File: src/rtl/plic_ctrl_apb_mst.sv
// APB initiator for the PLIC control/security register slave.
// Turns one valid/ready request into an APB SETUP/ACCESS transfer and returns the result on a response channel.
module plic_ctrl_apb_mst #(
  parameter int TMO_W   = 8,
  parameter int TMO_MAX = 255
) (
  input  logic        plic_ctrl_clk,
  input  logic        plicrst_b,
  input  logic        req_vld,
  output logic        req_rdy,
  input  logic        req_write,
  input  logic [11:0] req_addr,
  input  logic [31:0] req_wdata,
  input  logic [1:0]  req_prot,
  input  logic        req_sec,
  output logic        rsp_vld,
  input  logic        rsp_rdy,
  output logic [31:0] rsp_rdata,
  output logic        rsp_err,
  output logic        rsp_tmo,
  output logic        mst_plic_ctrl_psel,
  output logic        mst_plic_ctrl_penable,
  output logic [11:0] mst_plic_ctrl_paddr,
  output logic [1:0]  mst_plic_ctrl_pprot,
  output logic [31:0] mst_plic_ctrl_pwdata,
  output logic        mst_plic_ctrl_pwrite,
  output logic        mst_plic_ctrl_psec,
  input  logic [31:0] plic_ctrl_prdata,
  input  logic        plic_ctrl_pslverr,
  input  logic        plic_ctrl_pready
);

  typedef enum logic [1:0] {IDLE, SETUP, ACCESS, RESP} state_t;

  localparam logic [TMO_W-1:0] TMO_LAST = (TMO_MAX == 0) ? '0 : TMO_W'(TMO_MAX - 1);
  localparam logic [TMO_W-1:0] CNT_ONE  = TMO_W'(1);

  state_t            state_reg, state_next;
  logic [TMO_W-1:0]  cnt_reg, cnt_next;
  logic              req_rdy_reg, req_rdy_next;
  logic              psel_reg, psel_next;
  logic              penable_reg, penable_next;
  logic [11:0]       paddr_reg, paddr_next;
  logic [1:0]        pprot_reg, pprot_next;
  logic [31:0]       pwdata_reg, pwdata_next;
  logic              pwrite_reg, pwrite_next;
  logic              psec_reg, psec_next;
  logic              rsp_vld_reg, rsp_vld_next;
  logic [31:0]       rsp_rdata_reg, rsp_rdata_next;
  logic              rsp_err_reg, rsp_err_next;
  logic              rsp_tmo_reg, rsp_tmo_next;
  logic              tmo_hit;

  assign tmo_hit = (TMO_MAX != 0) && (cnt_reg == TMO_LAST);

  always_comb begin
    state_next     = state_reg;
    cnt_next       = cnt_reg;
    req_rdy_next   = 1'b0;
    psel_next      = 1'b0;
    penable_next   = 1'b0;
    paddr_next     = paddr_reg;
    pprot_next     = pprot_reg;
    pwdata_next    = pwdata_reg;
    pwrite_next    = pwrite_reg;
    psec_next      = psec_reg;
    rsp_vld_next   = 1'b0;
    rsp_rdata_next = rsp_rdata_reg;
    rsp_err_next   = rsp_err_reg;
    rsp_tmo_next   = rsp_tmo_reg;
    case (state_reg)
      IDLE: begin
        req_rdy_next = 1'b1;
        // req_rdy_reg is low for the first cycle after reset, so no request is taken then
        if (req_vld && req_rdy_reg) begin
          state_next   = SETUP;
          req_rdy_next = 1'b0;
          psel_next    = 1'b1;
          paddr_next   = req_addr;
          pprot_next   = req_prot;
          pwdata_next  = req_wdata;
          pwrite_next  = req_write;
          psec_next    = req_sec;
        end
      end
      SETUP: begin
        state_next   = ACCESS;
        psel_next    = 1'b1;
        penable_next = 1'b1;
      end
      ACCESS: begin
        if (plic_ctrl_pready) begin
          state_next     = RESP;
          cnt_next       = '0;
          rsp_vld_next   = 1'b1;
          // the slave masks prdata on error; mirror that so errors never leak data
          rsp_rdata_next = (pwrite_reg || plic_ctrl_pslverr) ? 32'd0 : plic_ctrl_prdata;
          rsp_err_next   = plic_ctrl_pslverr;
          rsp_tmo_next   = 1'b0;
        end else if (tmo_hit) begin
          state_next     = RESP;
          cnt_next       = '0;
          rsp_vld_next   = 1'b1;
          rsp_rdata_next = 32'd0;
          rsp_err_next   = 1'b1;
          rsp_tmo_next   = 1'b1;
        end else begin
          psel_next    = 1'b1;
          penable_next = 1'b1;
          if (cnt_reg != '1) cnt_next = cnt_reg + CNT_ONE;
        end
      end
      RESP: begin
        if (rsp_rdy) begin
          state_next   = IDLE;
          req_rdy_next = 1'b1;
        end else begin
          rsp_vld_next = 1'b1;
        end
      end
      default: state_next = IDLE;
    endcase
  end

  always_ff @(posedge plic_ctrl_clk or negedge plicrst_b) begin
    if (!plicrst_b) begin
      state_reg     <= IDLE;
      cnt_reg       <= '0;
      req_rdy_reg   <= 1'b0;
      psel_reg      <= 1'b0;
      penable_reg   <= 1'b0;
      paddr_reg     <= '0;
      pprot_reg     <= '0;
      pwdata_reg    <= '0;
      pwrite_reg    <= 1'b0;
      psec_reg      <= 1'b0;
      rsp_vld_reg   <= 1'b0;
      rsp_rdata_reg <= '0;
      rsp_err_reg   <= 1'b0;
      rsp_tmo_reg   <= 1'b0;
    end else begin
      state_reg     <= state_next;
      cnt_reg       <= cnt_next;
      req_rdy_reg   <= req_rdy_next;
      psel_reg      <= psel_next;
      penable_reg   <= penable_next;
      paddr_reg     <= paddr_next;
      pprot_reg     <= pprot_next;
      pwdata_reg    <= pwdata_next;
      pwrite_reg    <= pwrite_next;
      psec_reg      <= psec_next;
      rsp_vld_reg   <= rsp_vld_next;
      rsp_rdata_reg <= rsp_rdata_next;
      rsp_err_reg   <= rsp_err_next;
      rsp_tmo_reg   <= rsp_tmo_next;
    end
  end

  assign req_rdy               = req_rdy_reg;
  assign rsp_vld               = rsp_vld_reg;
  assign rsp_rdata             = rsp_rdata_reg;
  assign rsp_err               = rsp_err_reg;
  assign rsp_tmo               = rsp_tmo_reg;
  assign mst_plic_ctrl_psel    = psel_reg;
  assign mst_plic_ctrl_penable = penable_reg;
  assign mst_plic_ctrl_paddr   = paddr_reg;
  assign mst_plic_ctrl_pprot   = pprot_reg;
  assign mst_plic_ctrl_pwdata  = pwdata_reg;
  assign mst_plic_ctrl_pwrite  = pwrite_reg;
  assign mst_plic_ctrl_psec    = psec_reg;

endmodule

File: config.mk
export PLATFORM = sky130hd
export DESIGN_NAME = plic_ctrl_apb_mst
export DESIGN_NICKNAME = d
export VERILOG_FILES = /design/src/rtl/plic_ctrl_apb_mst.sv
export SDC_FILE = /design/constraint.sdc
export NUM_CORES = 1
export LEC_CHECK = 0
export BUFFER_PORTS_ARGS = -buffer_cell sky130_fd_sc_hd__buf_4
export CORE_MARGIN = 5
export CORE_UTILIZATION = 50
export DETAILED_ROUTE_END_ITERATION = 10
export HOLD_SLACK_MARGIN = 0.15
export PLACE_DENSITY_LB_ADDON = 0.05
export SLEW_MARGIN = 20
export SYNTH_ARGS = -nofsm -noshare
export SYNTH_HDL_FRONTEND = slang
export SYNTH_SLANG_ARGS = --single-unit
File: constraint.sdc
create_clock -name plic_ctrl_clk -period 5.21 [get_ports plic_ctrl_clk]
set_input_delay 1.042 -clock plic_ctrl_clk [delete_from_list [all_inputs] [get_ports plic_ctrl_clk]]
set_output_delay 1.042 -clock plic_ctrl_clk [all_outputs]
set_load 0.01 [all_outputs]
== After elaboration in Yosys (flattened, before gate mapping) ==
Index checks and enable logic that the tools add are counted.
Storage, ports and cells
  register bits after elaboration: 96
  bits of input ports: 86
  output and inout bits: 86
Operators by class
  $add $sub $neg: 1
  eq/ne operators: 8
  multiplexer cells: 26
  reductions and logical operators: 9
Operator list (number)
  $mux W32: 3
  $mux W8: 3
  $mux W1: 11
  $add A8 B1 Y8 const B: 1
  $eq A8 B8 Y1 const B: 1
  $mux W2: 4
  $ne A8 B8 Y1 const B: 1
  $pmux W2 S4: 1
  $pmux W1 S2: 3
  $reduce_and A2 Y1: 3
  $eq A2 B2 Y1 const B: 2
  $ne A2 B2 Y1 const B: 2
  $ne A3 B3 Y1 const B: 1
  $pmux W1 S3: 1
  $reduce_and A3 Y1: 1
  $reduce_bool A3 Y1: 1
  $eq A2 B1 Y1 const B: 1
  $logic_not A2 Y1: 1
  $reduce_bool A2 Y1: 1
  $logic_and A1 B1 Y1: 1
  $logic_or A1 B1 Y1: 1

== Depth between registers and ports, before layout ==
  depth in word-level cells: 4
  depth in mapped cells: 7

== Least setup slack after synthesis ==
Ideal clock, no wire load.
  path type: input to register
  start point: input port req_vld
  end point: register pwdata_reg[10] (netlist: mst_plic_ctrl_pwdata[10])
  setup time: 0.125 ns
  arrival: 2.095 ns
  required time: 5.085 ns
  setup slack: 2.991 ns
  stages: 4
  buffers on the path: 2
  path through: nand3_1 buf_1 buf_2 mux2_2
Between the ends
  word-level cells in the longest chain between the ends: 2
RTL lines
  start, declared: line 9  | input logic req_vld,
  $logic_and A1 B1 Y1: line 75  | if (req_vld && req_rdy_reg) begin
  $reduce_and A2 Y1 (no line)
  end signal, assigned: line 149  | pwdata_reg <= pwdata_next;
  end, declared: line 45  | logic [31:0] pwdata_reg, pwdata_next;
Every way passes these cells.
A chain may end at the register's enable or synchronous reset.

== Final worst setup path ==
  start point: register state_reg[0]
  end point: register rsp_rdata_reg[5] (netlist: rsp_rdata[5])
Between the ends
  word-level cells in the longest chain between the ends: 2
RTL lines
  start, declared: line 38  | state_t state_reg, state_next;
  start signal, assigned: line 142  | state_reg <= state_next;
  $eq A2 B2 Y1: line 71  | case (state_reg)
  $reduce_and A2 Y1 (no line)
  end signal, assigned: line 153  | rsp_rdata_reg <= rsp_rdata_next;
  end, declared: line 49  | logic [31:0] rsp_rdata_reg, rsp_rdata_next;
Every way passes these cells.

==> impl_metrics.json <==
{
  "hold_bufs_at_cts": 0,
  "ys_seq_area_share_pct": 62.7,
  "std_cell_rows": 32,
  "clock_tree.buffer_depth": 2,
  "cts_root_buf": "clkbuf_8",
  "nNetsFinal": 532,
  "syn_area_um2": 3830,
  "finalHoldViolations": 0,
  "count_of_nets_left_with_antenna_violations_after_detail_routing": 0,
  "viasPerCell": 5.12,
  "yosys-top-cells-count": "dfrtp_1 (96), mux2_2 (49), a22o_1 (32), nand2_1 (11), o21ai_0 (10)",
  "netlist-cell-type-count": 32,
  "dpl.hpwl_um": 6700,
  "post_drt_wl_per_cell_um": 16.8,
  "slew_violations": 0,
  "chipWidth_um": 97.6,
  "leakage_uw": 0.00272,
  "grt_setup_unrepaired": "false",
  "clk_latency_ps": 360,
  "initial_antenna_violation_count": 0,
  "netlist.top_cell.by_area": "dfrtp_1",
  "drc_errors": 0,
  "synth.net_count": 360,
  "htree_num_levels": 3,
  "grt.overflow.total": 0,
  "crit_path_max_incr_delay_ps": 690,
  "drive_above_1_share_pct": 55.3,
  "timing.critical_path.cells": "inv_1 > ha_1 > inv_1 > nor3b_4 > buf_8 > a22o_1",
  "relSlewSlack_pct": 47.6,
  "max_cap_viols": 0,
  "worst_path_max_delay_cell": "nor3b_4",
  "die-height_um": 97.6,
  "number_of_endpoints_failing_setup_at_the_final_stage": 0,
  "worst_max_slew_pin_slew_ps": 786,
  "synth_ff_type": "dfrtp_1",
  "finalWeightedCongestion": 0.798,
  "postCtsSetupBuffers": 0,
  "crit_buf_inv": 3,
  "yosysWarnings": 0,
  "worst-endpoint-required_ps": 5510,
  "synthesis.instances": 266,
  "synthDominantCellAreaShare_pct": 62.7,
  "numCtsBuffers": 9,
  "dp_worst_setup_slack_ps": 2740,
  "critical_path_s_top_delay_family": "simple AND/OR/NAND/NOR gates",
  "postRouteWirelength_um": 9130,
  "run_status": "finished clean",
  "ctsResizeCount": 0,
  "cts_tree": "built",
  "synth.most_common_cell": "dfrtp_1",
  "core_area_um2": 7610,
  "layout-area-overhead-vs-synth_pct": 40.7,
  "clock_sink_count": 96,
  "worst-path-max-fanout": 17,
  "maximum_number_of_pins_on_one_net_before_global_route_repair": 66,
  "fmaxAchievable_mhz": 441,
  "crit_type": "flop to flop",
  "period_utilization_post_route_pct": 43.5,
  "port-buffer-count": 171,
  "count_of_pins_on_the_block_boundary": 172,
  "power.density_cell_area_nw_per_um2": 541,
  "antennaDiodeCount": 0,
  "accumulated_negative_setup_slack_ps": 0,
  "drtIter0Drc": 67,
  "critical-path-top-cell-by-count": "inv_1",
  "drt_pass1_iterations": 5,
  "grt_pass1_wl_um": 15100,
  "floorplan.initialDensity_pct": 50.4,
  "yosys-top-cells-area": "dfrtp_1 (63%), mux2_2 (14%), a22o_1 (7.3%)",
  "avgSynthCellArea_um2": 14.4,
  "ys_ff_latch": 96,
  "cts.reportedPaths.clkPinSlew_ps": 90,
  "fillCellCount": 588,
  "power.ir.vdd_worst_mv": 0.262,
  "route.vias.total": 2792,
  "asyncSetResetFlopFracSynth_pct": 100,
  "finalClockSkew_ps": 8.62,
  "die_area_um2": 9520,
  "grt_pass1_vias": 3054,
  "setup.worst_path.end_class": "flop",
  "groute.usage.overall_pct": 19.6,
  "synth-edff-count": 0,
  "startpoint_type": "flop",
  "period_needed_ps": 2270,
  "class_of_the_worst_hold_path": "flop to flop",
  "worst-endpoint-arrival_ps": 2560,
  "setup_ws_ps": 2940
}
## layout make-up
| type | count | area [µm²] | area share, % |
|---|---|---|---|
| Multi-Input combinational cell | 150 | 1330 | 24.6 |
| Sequential cell | 96 | 2400 | 44.6 |
| Inverter | 7 | 26.3 | 0.487 |
| Tap cell | 102 | 128 | 2.37 |
| Clock buffer | 10 | 128 | 2.37 |
| Clock inverter | 6 | 66.3 | 1.23 |
| Timing Repair Buffer | 174 | 1310 | 24.4 |
## per-stage QoR
stage | power (µW) | util [%] | hold WS, ps | cells | area, µm²
6_report | 2920 | 70.9 | 511 | 545 | 5390
5_1_grt | 3120 | 70.9 | 526 | 545 | 5390
4_1_cts | 2960 | 70.9 | 513 | 545 | 5390
3_5_place_dp | 2470 | 68.3 | 493 | 529 | 5200
3_3_place_gp | 2420 | 68.1 | 487 | 528 | 5180
2_1_floorplan | 1840 | - | 496 | 266 | 3830
## worst reg2reg max path: cells and delay by family, from the launching register on
family	cells	cell delay [ps]
DFF	1	440
and+or+nand+nor	1	690
adders and majority gates	1	380
AOI/OAI and AO/OA	1	150
buffers and inverters	3	550
## cells in the final DEF, fill, tap and decap left out, types with 2 or more instances in the layout
cell type	instances
inv_1	7
a22o_1	32
a31oi_1	2
clkbuf_8	9
nand2b_1	3
clkinv_2	2
a21oi_1	7
or3_1	4
buf_4	173
inv_6	2
nand2_1	11
nor2b_1	2
dfrtp_1	96
nand3_1	3
o21ai_0	10
ha_1	8
nand4_1	4
mux2_2	49
## path summary, 6_finish.rpt
check,to,from,slack [ps],depth (start not counted)
worst max register to register,rsp_rdata[5],state_reg[0],2940,6
min in group asynchronous,rsp_rdata[26],plicrst_b,770,1
worst min register to register,mst_plic_ctrl_pwdata[25],mst_plic_ctrl_pwdata[25],510,1
worst min-delay path,mst_plic_ctrl_pwdata[25],mst_plic_ctrl_pwdata[25],510,1
worst max-delay path,rsp_rdata[5],state_reg[0],2940,6
max in group asynchronous,cnt_reg[6],plicrst_b,3510,2
## per-layer routing
metal / vias to the layer above / global-route usage, % / share of wire [%]
li1: 1306 / - / -
met1: 1366 / 24.6 / 40
met2: 108 / 31.5 / 50
met3: 12 / 7.54 / 9.3
met4: 0 / 6.39 / 1.3
met5: - / 0 / 0
## cell families (layout without fill, tap and decap cells)
logic type               count (synthesis)  count (layout)  share of synthesized area (%)
AO/OA/AOI/OAI                           58              58                           12.2
adder cells (fa/ha/maj)                  8               8                           2.61
buffers and inverters                   20             197                           2.97
flip-flops                              96              96                           62.7
multiplexers                            49              49                           14.4
AND/OR/NAND/NOR                         35              35                           5.13
## power breakdown
part	switching [µW]	total (µW)	internal [µW]
clock	255	480	225
sequential	191	1250	1060
combinational	516	1190	677
Power figures use the tool's default switching activity.
